==> config.mk <==
export PLATFORM = sky130hd
export DESIGN_NAME = readout_scheduler
export DESIGN_NICKNAME = d
export VERILOG_FILES = /design/src/rtl/readout_scheduler_pkg.sv /design/src/rtl/readout_scheduler_counter.sv /design/src/rtl/readout_scheduler.sv
export SDC_FILE = /design/constraint.sdc
export NUM_CORES = 1
export LEC_CHECK = 0
export ABC_AREA = 0
export BUFFER_PORTS_ARGS = -buffer_cell sky130_fd_sc_hd__buf_2
export CAP_MARGIN = 40
export CELL_PAD_IN_SITES_DETAIL_PLACEMENT = 1
export CELL_PAD_IN_SITES_GLOBAL_PLACEMENT = 2
export CORE_MARGIN = 3
export CORE_UTILIZATION = 30
export DETAILED_ROUTE_END_ITERATION = 10
export MAX_ROUTING_LAYER = met4
export PLACE_DENSITY_LB_ADDON = 0.2
export SETUP_SLACK_MARGIN = 0.2
export SLEW_MARGIN = 20
export SYNTH_ARGS = -nofsm -noshare
export SYNTH_HDL_FRONTEND = slang
export SYNTH_HIERARCHICAL = 1
export SYNTH_SLANG_ARGS = --single-unit
==> constraint.sdc <==
create_clock -name CLK -period 2.5 [get_ports CLK]
set_clock_uncertainty 0.2 [all_clocks]
set_input_delay 0.5 -clock CLK [delete_from_list [all_inputs] [get_ports CLK]]
set_output_delay 0.5 -clock CLK [all_outputs]
set_load 0.1 [all_outputs]
==> src/rtl/readout_scheduler_pkg.sv <==
// Shared pixel-sensor configuration: array geometry and the readout FSM state encoding,
// visible to both the scheduler RTL and its bench.
package readout_scheduler_pkg;

   localparam int PIXEL_ARRAY_HEIGHT = 4;

   typedef enum logic [2:0] {
      IDLE     = 3'd0,
      SELECT   = 3'd1,
      LOAD     = 3'd2,
      WAIT_ACK = 3'd3,
      DRAIN    = 3'd4,
      NEXT     = 3'd5
   } readout_state_t;

endpackage : readout_scheduler_pkg

==> src/rtl/readout_scheduler_counter.sv <==
// Up-counter with synchronous clear; the scheduler clears it on every state entry so
// its value is the number of cycles already spent in the current state.
module readout_scheduler_counter #(
   parameter int WIDTH = 4
) (
   input  logic             CLK,
   input  logic             RESET,
   input  logic             clear,
   input  logic             enable,
   output logic [WIDTH-1:0] count
);

   // NOTE: sequential state uses non-blocking assignments so every flop samples pre-edge values.
   always_ff @(posedge CLK) begin
      if (RESET || clear) begin
         count <= '0;
      end else if (enable) begin
         count <= count + WIDTH'(1);
      end
   end

endmodule : readout_scheduler_counter

==> src/rtl/readout_scheduler.sv <==
// Row-by-row frame readout sequencer: select row, settle, strobe the output buffer,
// then wait for it to acknowledge and drain before moving to the next row.
module readout_scheduler #(
   parameter int PIXEL_ARRAY_HEIGHT = readout_scheduler_pkg::PIXEL_ARRAY_HEIGHT,
   parameter int SETTLE_CYCLES      = 2,
   parameter int ACK_TIMEOUT        = 8
) (
   input  logic                                  CLK,
   input  logic                                  RESET,
   input  logic                                  START,
   input  logic                                  BUFFER_BUSY,
   input  logic                                  OUTPUT_STALL,
   output logic [PIXEL_ARRAY_HEIGHT-1:0]         ROW_SELECT,
   output logic [$clog2(PIXEL_ARRAY_HEIGHT)-1:0] ROW_INDEX,
   output logic                                  SET_BUFFER,
   output logic                                  BUSY,
   output logic                                  FRAME_DONE,
   output logic                                  ERROR
);

   import readout_scheduler_pkg::*;

   localparam int ROW_W   = $clog2(PIXEL_ARRAY_HEIGHT);
   localparam int CNT_MAX = (SETTLE_CYCLES > ACK_TIMEOUT) ? SETTLE_CYCLES : ACK_TIMEOUT;
   localparam int CNT_W   = $clog2(CNT_MAX + 1);

   localparam logic [ROW_W-1:0] ROW_LAST     = ROW_W'(PIXEL_ARRAY_HEIGHT - 1);
   localparam logic [CNT_W-1:0] SETTLE_LAST  = CNT_W'(SETTLE_CYCLES - 1);
   localparam logic [CNT_W-1:0] TIMEOUT_LAST = CNT_W'(ACK_TIMEOUT - 1);

   readout_state_t   state;
   readout_state_t   next_state;
   logic [ROW_W-1:0] row_index;
   logic             error_q;
   logic             last_row;
   logic             timeout_hit;
   logic             cnt_clear;
   logic             cnt_enable;
   logic [CNT_W-1:0] cnt;

   assign last_row = (row_index == ROW_LAST);

   // One counter serves both the settle and the ack-timeout windows.
   readout_scheduler_counter #(
      .WIDTH (CNT_W)
   ) u_counter (
      .CLK    (CLK),
      .RESET  (RESET),
      .clear  (cnt_clear),
      .enable (cnt_enable),
      .count  (cnt)
   );

   always_ff @(posedge CLK) begin
      if (RESET) begin
         state     <= IDLE;
         row_index <= '0;
         error_q   <= 1'b0;
      end else begin
         state <= next_state;
         if (state == IDLE && START) begin
            row_index <= '0;
            error_q   <= 1'b0;
         end else if (state == NEXT && !last_row && !OUTPUT_STALL) begin
            row_index <= row_index + ROW_W'(1);
         end
         if (timeout_hit) begin
            error_q <= 1'b1;
         end
      end
   end

   // NOTE: every always_comb output gets a default first so no path can infer a latch.
   always_comb begin
      next_state  = state;
      timeout_hit = 1'b0;
      case (state)
         IDLE:     if (START) next_state = SELECT;
         SELECT:   if (cnt == SETTLE_LAST) next_state = LOAD;
         LOAD:     next_state = WAIT_ACK;
         WAIT_ACK: begin
            if (BUFFER_BUSY) begin
               next_state = DRAIN;
            end else if (cnt == TIMEOUT_LAST) begin
               next_state  = IDLE;
               timeout_hit = 1'b1;
            end
         end
         DRAIN:    if (!BUFFER_BUSY) next_state = NEXT;
         NEXT: begin
            if (last_row) begin
               next_state = IDLE;
            end else if (!OUTPUT_STALL) begin
               next_state = SELECT;
            end
         end
         default:  next_state = IDLE;
      endcase
      cnt_clear  = (next_state != state);
      cnt_enable = (state == SELECT) || (state == WAIT_ACK);
   end

   // Outputs decode only from state and registers; ROW_SELECT drops in NEXT for break-before-make.
   always_comb begin
      ROW_SELECT = '0;
      if (state == SELECT || state == LOAD || state == WAIT_ACK || state == DRAIN) begin
         ROW_SELECT = PIXEL_ARRAY_HEIGHT'(1) << row_index;
      end
   end

   assign ROW_INDEX  = row_index;
   assign SET_BUFFER = (state == LOAD);
   assign BUSY       = (state != IDLE);
   assign FRAME_DONE = (state == NEXT) && last_row;
   assign ERROR      = error_q;

endmodule : readout_scheduler

==> impl_metrics.env, run 1 <==
export IMPL_status="finished, final reports clean"
export IMPL_post_place_ws_ns=0.432
export IMPL_die_h_um=54.6
export IMPL_die_x_um=54.6
export IMPL_power_density_nw_per_um2=446
export IMPL_wl_met3_um=55
export IMPL_cts_buffers=3
export IMPL_timing_max_slew_rel_slack=0.677
export IMPL_setup_tns_ns=0
export IMPL_avgSynthCellArea_um2=8.43
export IMPL_cts_buffer_depth=2
export IMPL_synthFlopType="dfxtp_1"
export IMPL_drt_initial_drc_count=7
export IMPL_p_seq_frac=0.433
export IMPL_cts_root_buf="clkbuf_4"
export IMPL_dieArea_um2=2980
export IMPL_clock_power_share=0.281
export IMPL_synth_largest_area_cell="dfxtp_1"
export IMPL_grt_use_total=0.151
export IMPL_clkLatencyLatePin_ns=0.27
export IMPL_fin_crit_ns=2.15
export IMPL_fin_ws_ns=0.348
export IMPL_hold_violations=0
export IMPL_drive_gt1_frac=0.357
export IMPL_grt_pass1_wl_um=2970
export IMPL_area_delta_synth_final_pct=26.3
export IMPL_intPower_mw=0.260
export IMPL_viasPerCell=5.34
export IMPL_syn_inst=84
export IMPL_dr_total_vias=667
export IMPL_globalRoute_totalOverflow=0
export IMPL_htreeDepth=1
export IMPL_ys_seq_elements=10
export IMPL_top_layer="met4"
export IMPL_io_pins=15
export IMPL_gp_congestion=0.753
export IMPL_grt_max_degree=14
export IMPL_worst_pin_slew_ns=0.488
export IMPL_synth_edf_count=0
export IMPL_drcViolationCount=0
export IMPL_drv_slew=0
export IMPL_cts_hold_buf=0
export IMPL_yosys_top_cells_area="dfxtp_1 (28%), ha_1 (8.8%), nor2_1 (5.3%)"
export IMPL_period_share=0.861
export IMPL_syn_area_um2=708
export IMPL_hold_path_class="reg -> reg"
export IMPL_initial_core_util=0.337
export IMPL_clock_fmax_ghz=0.465
export IMPL_syn_nets=94
export IMPL_antenna_found_initial=0
export IMPL_fin_nets=110
export IMPL_pwr_share_comb=0.286
export IMPL_crit_family="flip-flops"
export IMPL_sw_frac_of_total=0.350
export IMPL_p_sw_mw=0.140
export IMPL_ir_worst_vdd_mv=0.262
export IMPL_path_cells="nor2_2, xnor2_1, and2_1, buf_12"
export IMPL_synthTopCellsByCount="dfxtp_1 (10), nor2_1 (10), ha_1 (5)"
export IMPL_ant_nets=0
export IMPL_cp_max_fo=13
export IMPL_drtPass1Iterations=3
export IMPL_ys_async_sr_fraction=0
export IMPL_place_detailed_hpwl_um=1450
export IMPL_ys_warn_count=6
export IMPL_dr_wl_met2_um=747
export IMPL_cts_tree="built"
export IMPL_wl_per_cell_um=14.5
export IMPL_rows=16
export IMPL_clk_pin_slew_ns=0.06
export IMPL_path_class="reg -> out"
export IMPL_synth_cell_type_count=38
export IMPL_grt_pass1_vias=639
export IMPL_cts_sinks=10
export IMPL_drt_met1_wl_um=956
export IMPL_synth_top_area_share=0.283
export IMPL_routed_wl_um=1820
export IMPL_critPathCaptureType="output port"
export IMPL_cp_slowest_cell="dfxtp_2"
export IMPL_worst_setup_path_start_kind="register"
export IMPL_path_buf_inv=1
export IMPL_insertedDiodeCount=0
export IMPL_port_buffers=14
export IMPL_leakage_nw=0.369
export IMPL_setup_violations=0
export IMPL_synth_seq_area_share=0.283
export IMPL_arrival_ns=1.45
export IMPL_critPathMaxStageDelay_ns=0.47
export IMPL_drv_cap=0
export IMPL_core_area_um2=2100
export IMPL_worstPathRequired_ns=1.80
export IMPL_rsz0062_at_grt="false"
==> worst min-delay path, cell delays in order (launching register included) <==
cell and delay (ns):
dfxtp_1 0.31, inv_1 0.04, o21ai_0 0.07
==> cells by family (layout without fill, tap and decap cells) <==
| logic type | Yosys count | count (layout) | share of synthesized area |
|---|---|---|---|
| xor gates and xnor gates | 3 | 3 | 0.0371 |
| and+or+nand+nor | 35 | 35 | 0.295 |
| buffers and inverters | 9 | 23 | 0.0671 |
| muxes | 3 | 3 | 0.0442 |
| DFF | 10 | 10 | 0.283 |
| AOI/OAI and AO/OA | 19 | 19 | 0.186 |
| adders and majority gates | 5 | 5 | 0.0883 |
==> flip-flops by register name (all words and copies together) (netlist names) <==
register / count
ROW_INDEX: 2
ERROR: 1
state: 3
u_counter/count: 4
==> per-stage QoR <==
step | hold WS, ns | instances | util | total power, mW | area [um^2]
after CTS | 0.279 | 125 | 0.423 | 0.405 | 888
final | 0.270 | 125 | 0.426 | 0.399 | 895
after detailed placement | 0.265 | 122 | 0.411 | 0.290 | 865
after floorplan | 0.328 | 84 | - | 0.258 | 717
after global placement | 0.256 | 122 | 0.411 | 0.288 | 865
after global routing | 0.291 | 125 | 0.426 | 0.426 | 895
==> final cells by class <==
cell class | instances | area [um^2]
clock buffers | 3 | 22.5
repair buffers | 15 | 140
multi-input cells | 65 | 469
flip-flops and latches | 10 | 205
fillers | 255 | 1210
well taps | 27 | 33.8
inverters | 5 | 23.8
==> layout by cell type, fill, tap and decap left out, types with 2 or more instances in the layout <==
| cell | instances |
|---|---|
| o21ai_0 | 4 |
| clkbuf_4 | 4 |
| mux2i_1 | 2 |
| xnor2_1 | 3 |
| a21oi_1 | 3 |
| nor2_2 | 2 |
| nand2b_1 | 4 |
| o22ai_1 | 2 |
| ha_1 | 5 |
| buf_12 | 4 |
| nand2_1 | 2 |
| nor3_1 | 3 |
| and2_2 | 3 |
| nor2_1 | 8 |
| dfxtp_1 | 6 |
| nor3b_1 | 2 |
| dfxtp_2 | 4 |
| a32oi_1 | 2 |
| inv_1 | 4 |
| buf_2 | 9 |
==> power by group through the flow <==
stage / logic [mW] / clock network [mW] / registers (mW)
after detailed placement: 0.114 / 0 / 0.176
after floorplan: 0.0864 / 0 / 0.172
after CTS: 0.114 / 0.118 / 0.172
after global routing: 0.122 / 0.130 / 0.174
after global placement: 0.112 / 0 / 0.176
final: 0.114 / 0.112 / 0.173
==> routing by layer <==
layer / track usage / vias up
met5: - / -
met4: 0.124 / 0
met3: 0.0327 / 5
met2: 0.191 / 12
met1: 0.200 / 324
li1: - / 326
==> what timing repair did <==
item | CTS | global route
gates resized for setup | 1 | 3
gates cloned | 0 | 0
endpoints found under the setup margin | 4 | 5
buffers inserted | 0 | 0
==> final timing paths <==
| path | from | end | slack [ns] | cells past startpoint |
|---|---|---|---|---|
| setup reg to reg | ROW_INDEX[0] | u_counter/count[2] | 0.46 | 7 |
| setup / recovery | state[1] | ROW_SELECT[0] | 0.35 | 4 |
| hold / removal | ERROR | ERROR | 0.27 | 2 |
| hold reg to reg | ERROR | ERROR | 0.27 | 2 |
No activity file was read; power rests on OpenSTA's default activity.
==> inputs of run 2 (changes only) <==
- CORE_UTILIZATION: 30 -> 32
- SYNTH_HIERARCHICAL: 1 -> unset
==> impl_metrics.env, run 2 <==
export IMPL_status="finished, final reports clean"
export IMPL_final_common_cell="buf_2"
export IMPL_leakage_nw=0.433
export IMPL_power_density_nw_per_um2=490
export IMPL_synth_cell_type_count=46
export IMPL_area_delta_synth_final_pct=31.4
export IMPL_globalRoute_totalOverflow=0
export IMPL_syn_inst=91
export IMPL_grt_pass1_wl_um=3730
export IMPL_ys_warn_count=0
export IMPL_grt_pass1_vias=782
export IMPL_worstPathRequired_ns=1.80
export IMPL_avgSynthCellArea_um2=8.98
export IMPL_synth_most_common_cell="dfxtp_1"
export IMPL_setup_violations=0
export IMPL_multi_input_area_um2=593
export IMPL_setup_tns_ns=0
export IMPL_ys_async_sr_fraction=0
export IMPL_regArea_um2=204
export IMPL_hold_path_class="reg -> reg"
export IMPL_cts_root_buf="clkbuf_4"
export IMPL_cts_buffers=3
export IMPL_place_detailed_hpwl_um=1670
export IMPL_dieArea_um2=3200
export IMPL_cts_hold_buf=0
export IMPL_routed_wl_um=2210
export IMPL_clkLatencyLatePin_ns=0.27
export IMPL_drive_gt1_frac=0.340
export IMPL_synthTopCellsByCount="dfxtp_1 (10), inv_1 (7), ha_1 (6), a21oi_1 (5), and3_1 (5)"
export IMPL_worst_pin_slew_ns=0.493
export IMPL_syn_area_um2=817
export IMPL_cts_buffer_depth=2
export IMPL_synth_largest_area_cell="dfxtp_1"
export IMPL_path_class="reg -> out"
export IMPL_dr_total_vias=763
export IMPL_fin_nets=118
export IMPL_antenna_found_initial=0
export IMPL_synthFlopType="dfxtp_1"
export IMPL_drcViolationCount=0
export IMPL_drv_cap=0
export IMPL_postCtsSetupBuffers=0
export IMPL_insertedDiodeCount=0
export IMPL_core_area_um2=2320
export IMPL_fin_crit_ns=2.21
export IMPL_ir_worst_vdd_mv=0.261
export IMPL_initial_core_util=0.352
export IMPL_synth_top_area_share=0.245
export IMPL_drtPass1Iterations=4
export IMPL_hold_violations=0
export IMPL_regMostFlops="u_counter.count"
export IMPL_whs_ns=0.259
export IMPL_timing_max_slew_rel_slack=0.673
export IMPL_grt_max_degree=21
export IMPL_rsz0062_at_grt="false"
export IMPL_drv_slew=0
export IMPL_ant_nets=0
export IMPL_syn_nets=102
export IMPL_clk_pin_slew_ns=0.08
export IMPL_ys_seq_elements=10
export IMPL_htreeDepth=1
export IMPL_final_cell_mix="buf_2 (8), dfxtp_1 (7), inv_1 (7)"
export IMPL_synth_seq_area_share=0.245
export IMPL_largest_register_ffs=4
export IMPL_gp_congestion=0.741
export IMPL_rows=17
export IMPL_io_pins=15
export IMPL_clock_fmax_ghz=0.453
export IMPL_cts_tree="built"
export IMPL_worst_setup_path_start_kind="register"
export IMPL_synth_edf_count=0
export IMPL_port_buffers=14
export IMPL_wl_per_cell_um=16.5
export IMPL_cp_max_fo=14
export IMPL_grt_use_total=0.153
export IMPL_period_share=0.883
export IMPL_n_fill_cell=269
export IMPL_drt_initial_drc_count=12
export IMPL_viasPerCell=5.69
export IMPL_die_h_um=56.5
export IMPL_yosys_top_cells_area="dfxtp_1 (25%), ha_1 (9.2%), and3_1 (3.8%)"
export IMPL_critPathCaptureType="output port"
export IMPL_cts_sinks=10
export IMPL_die_x_um=56.5
export IMPL_arrival_ns=1.51
-- run 2: stage by stage --
step / instance area, um^2 / setup WS, ns / instances / utilization / power (mW)
floorplan: 850 / 0.161 / 91 / - / 0.318
global placement: 1030 / 0.446 / 130 / 0.443 / 0.369
detailed placement: 1030 / 0.421 / 130 / 0.443 / 0.371
CTS: 1070 / 0.260 / 134 / 0.461 / 0.532
global route: 1070 / 0.207 / 134 / 0.463 / 0.557
finish: 1070 / 0.292 / 134 / 0.463 / 0.526
-- run 2: cells by family (layout without fill, tap and decap cells) --
| family | Yosys count | count (layout) | share of synthesized area |
|---|---|---|---|
| multiplexers | 2 | 2 | 0.0306 |
| adder cells (fa/ha/maj) | 6 | 6 | 0.0919 |
| buffers and inverters | 12 | 27 | 0.0704 |
| XOR/XNOR | 1 | 1 | 0.0107 |
| AND/OR/NAND/NOR | 36 | 36 | 0.315 |
| flip-flops | 10 | 10 | 0.245 |
| AO/OA/AOI/OAI | 24 | 24 | 0.236 |
-- run 2: timing repair --
action / 4_1_cts / 5_1_grt
pin swaps: 0 / 0
resized for setup: 3 / 1
endpoints found under the hold margin: 0 / 0
endpoints found under the setup margin: 4 / 1
-- run 2: final timing paths --
check,start,endpoint,slack [ns],cells past startpoint
worst max-delay path,state[1],ROW_SELECT[3],0.29,3
worst min-delay path,ERROR,ERROR,0.26,2
worst max register to register,ROW_INDEX[0],u_counter.count[2],0.59,5
worst min register to register,ERROR,ERROR,0.26,2
-- run 2: metal layers --
| layer | track usage | up-vias | share of wire |
|---|---|---|---|
| li1 | - | 372 | - |
| met1 | 0.192 | 376 | 0.47 |
| met2 | 0.248 | 13 | 0.49 |
| met3 | 0.0276 | 2 | 0.030 |
| met4 | 0.0508 | 0 | 0.0054 |
| met5 | - | - | 0 |
-- run 2: final cells by class --
cell class | instances | share of cell area
sequential | 10 | 0.190
inverter | 7 | 0.0245
tap | 28 | 0.0326
clock buffer | 4 | 0.0338
timing repair buffer | 16 | 0.167
multi-input combinational | 69 | 0.552
-- run 2: where the power goes --
group,switching (mW),internal (mW),leakage (nW),total [mW]
logic,0.121,0.0752,0.330,0.196
clock network,0.0640,0.0886,0.0210,0.153
registers,0.0110,0.167,0.0826,0.178
-- run 2: critical path, stage by stage, from the launching register on --
cell and delay [ns]:
dfxtp_2 0.40, or3_4 0.44, and3_2 0.23, buf_12 0.16
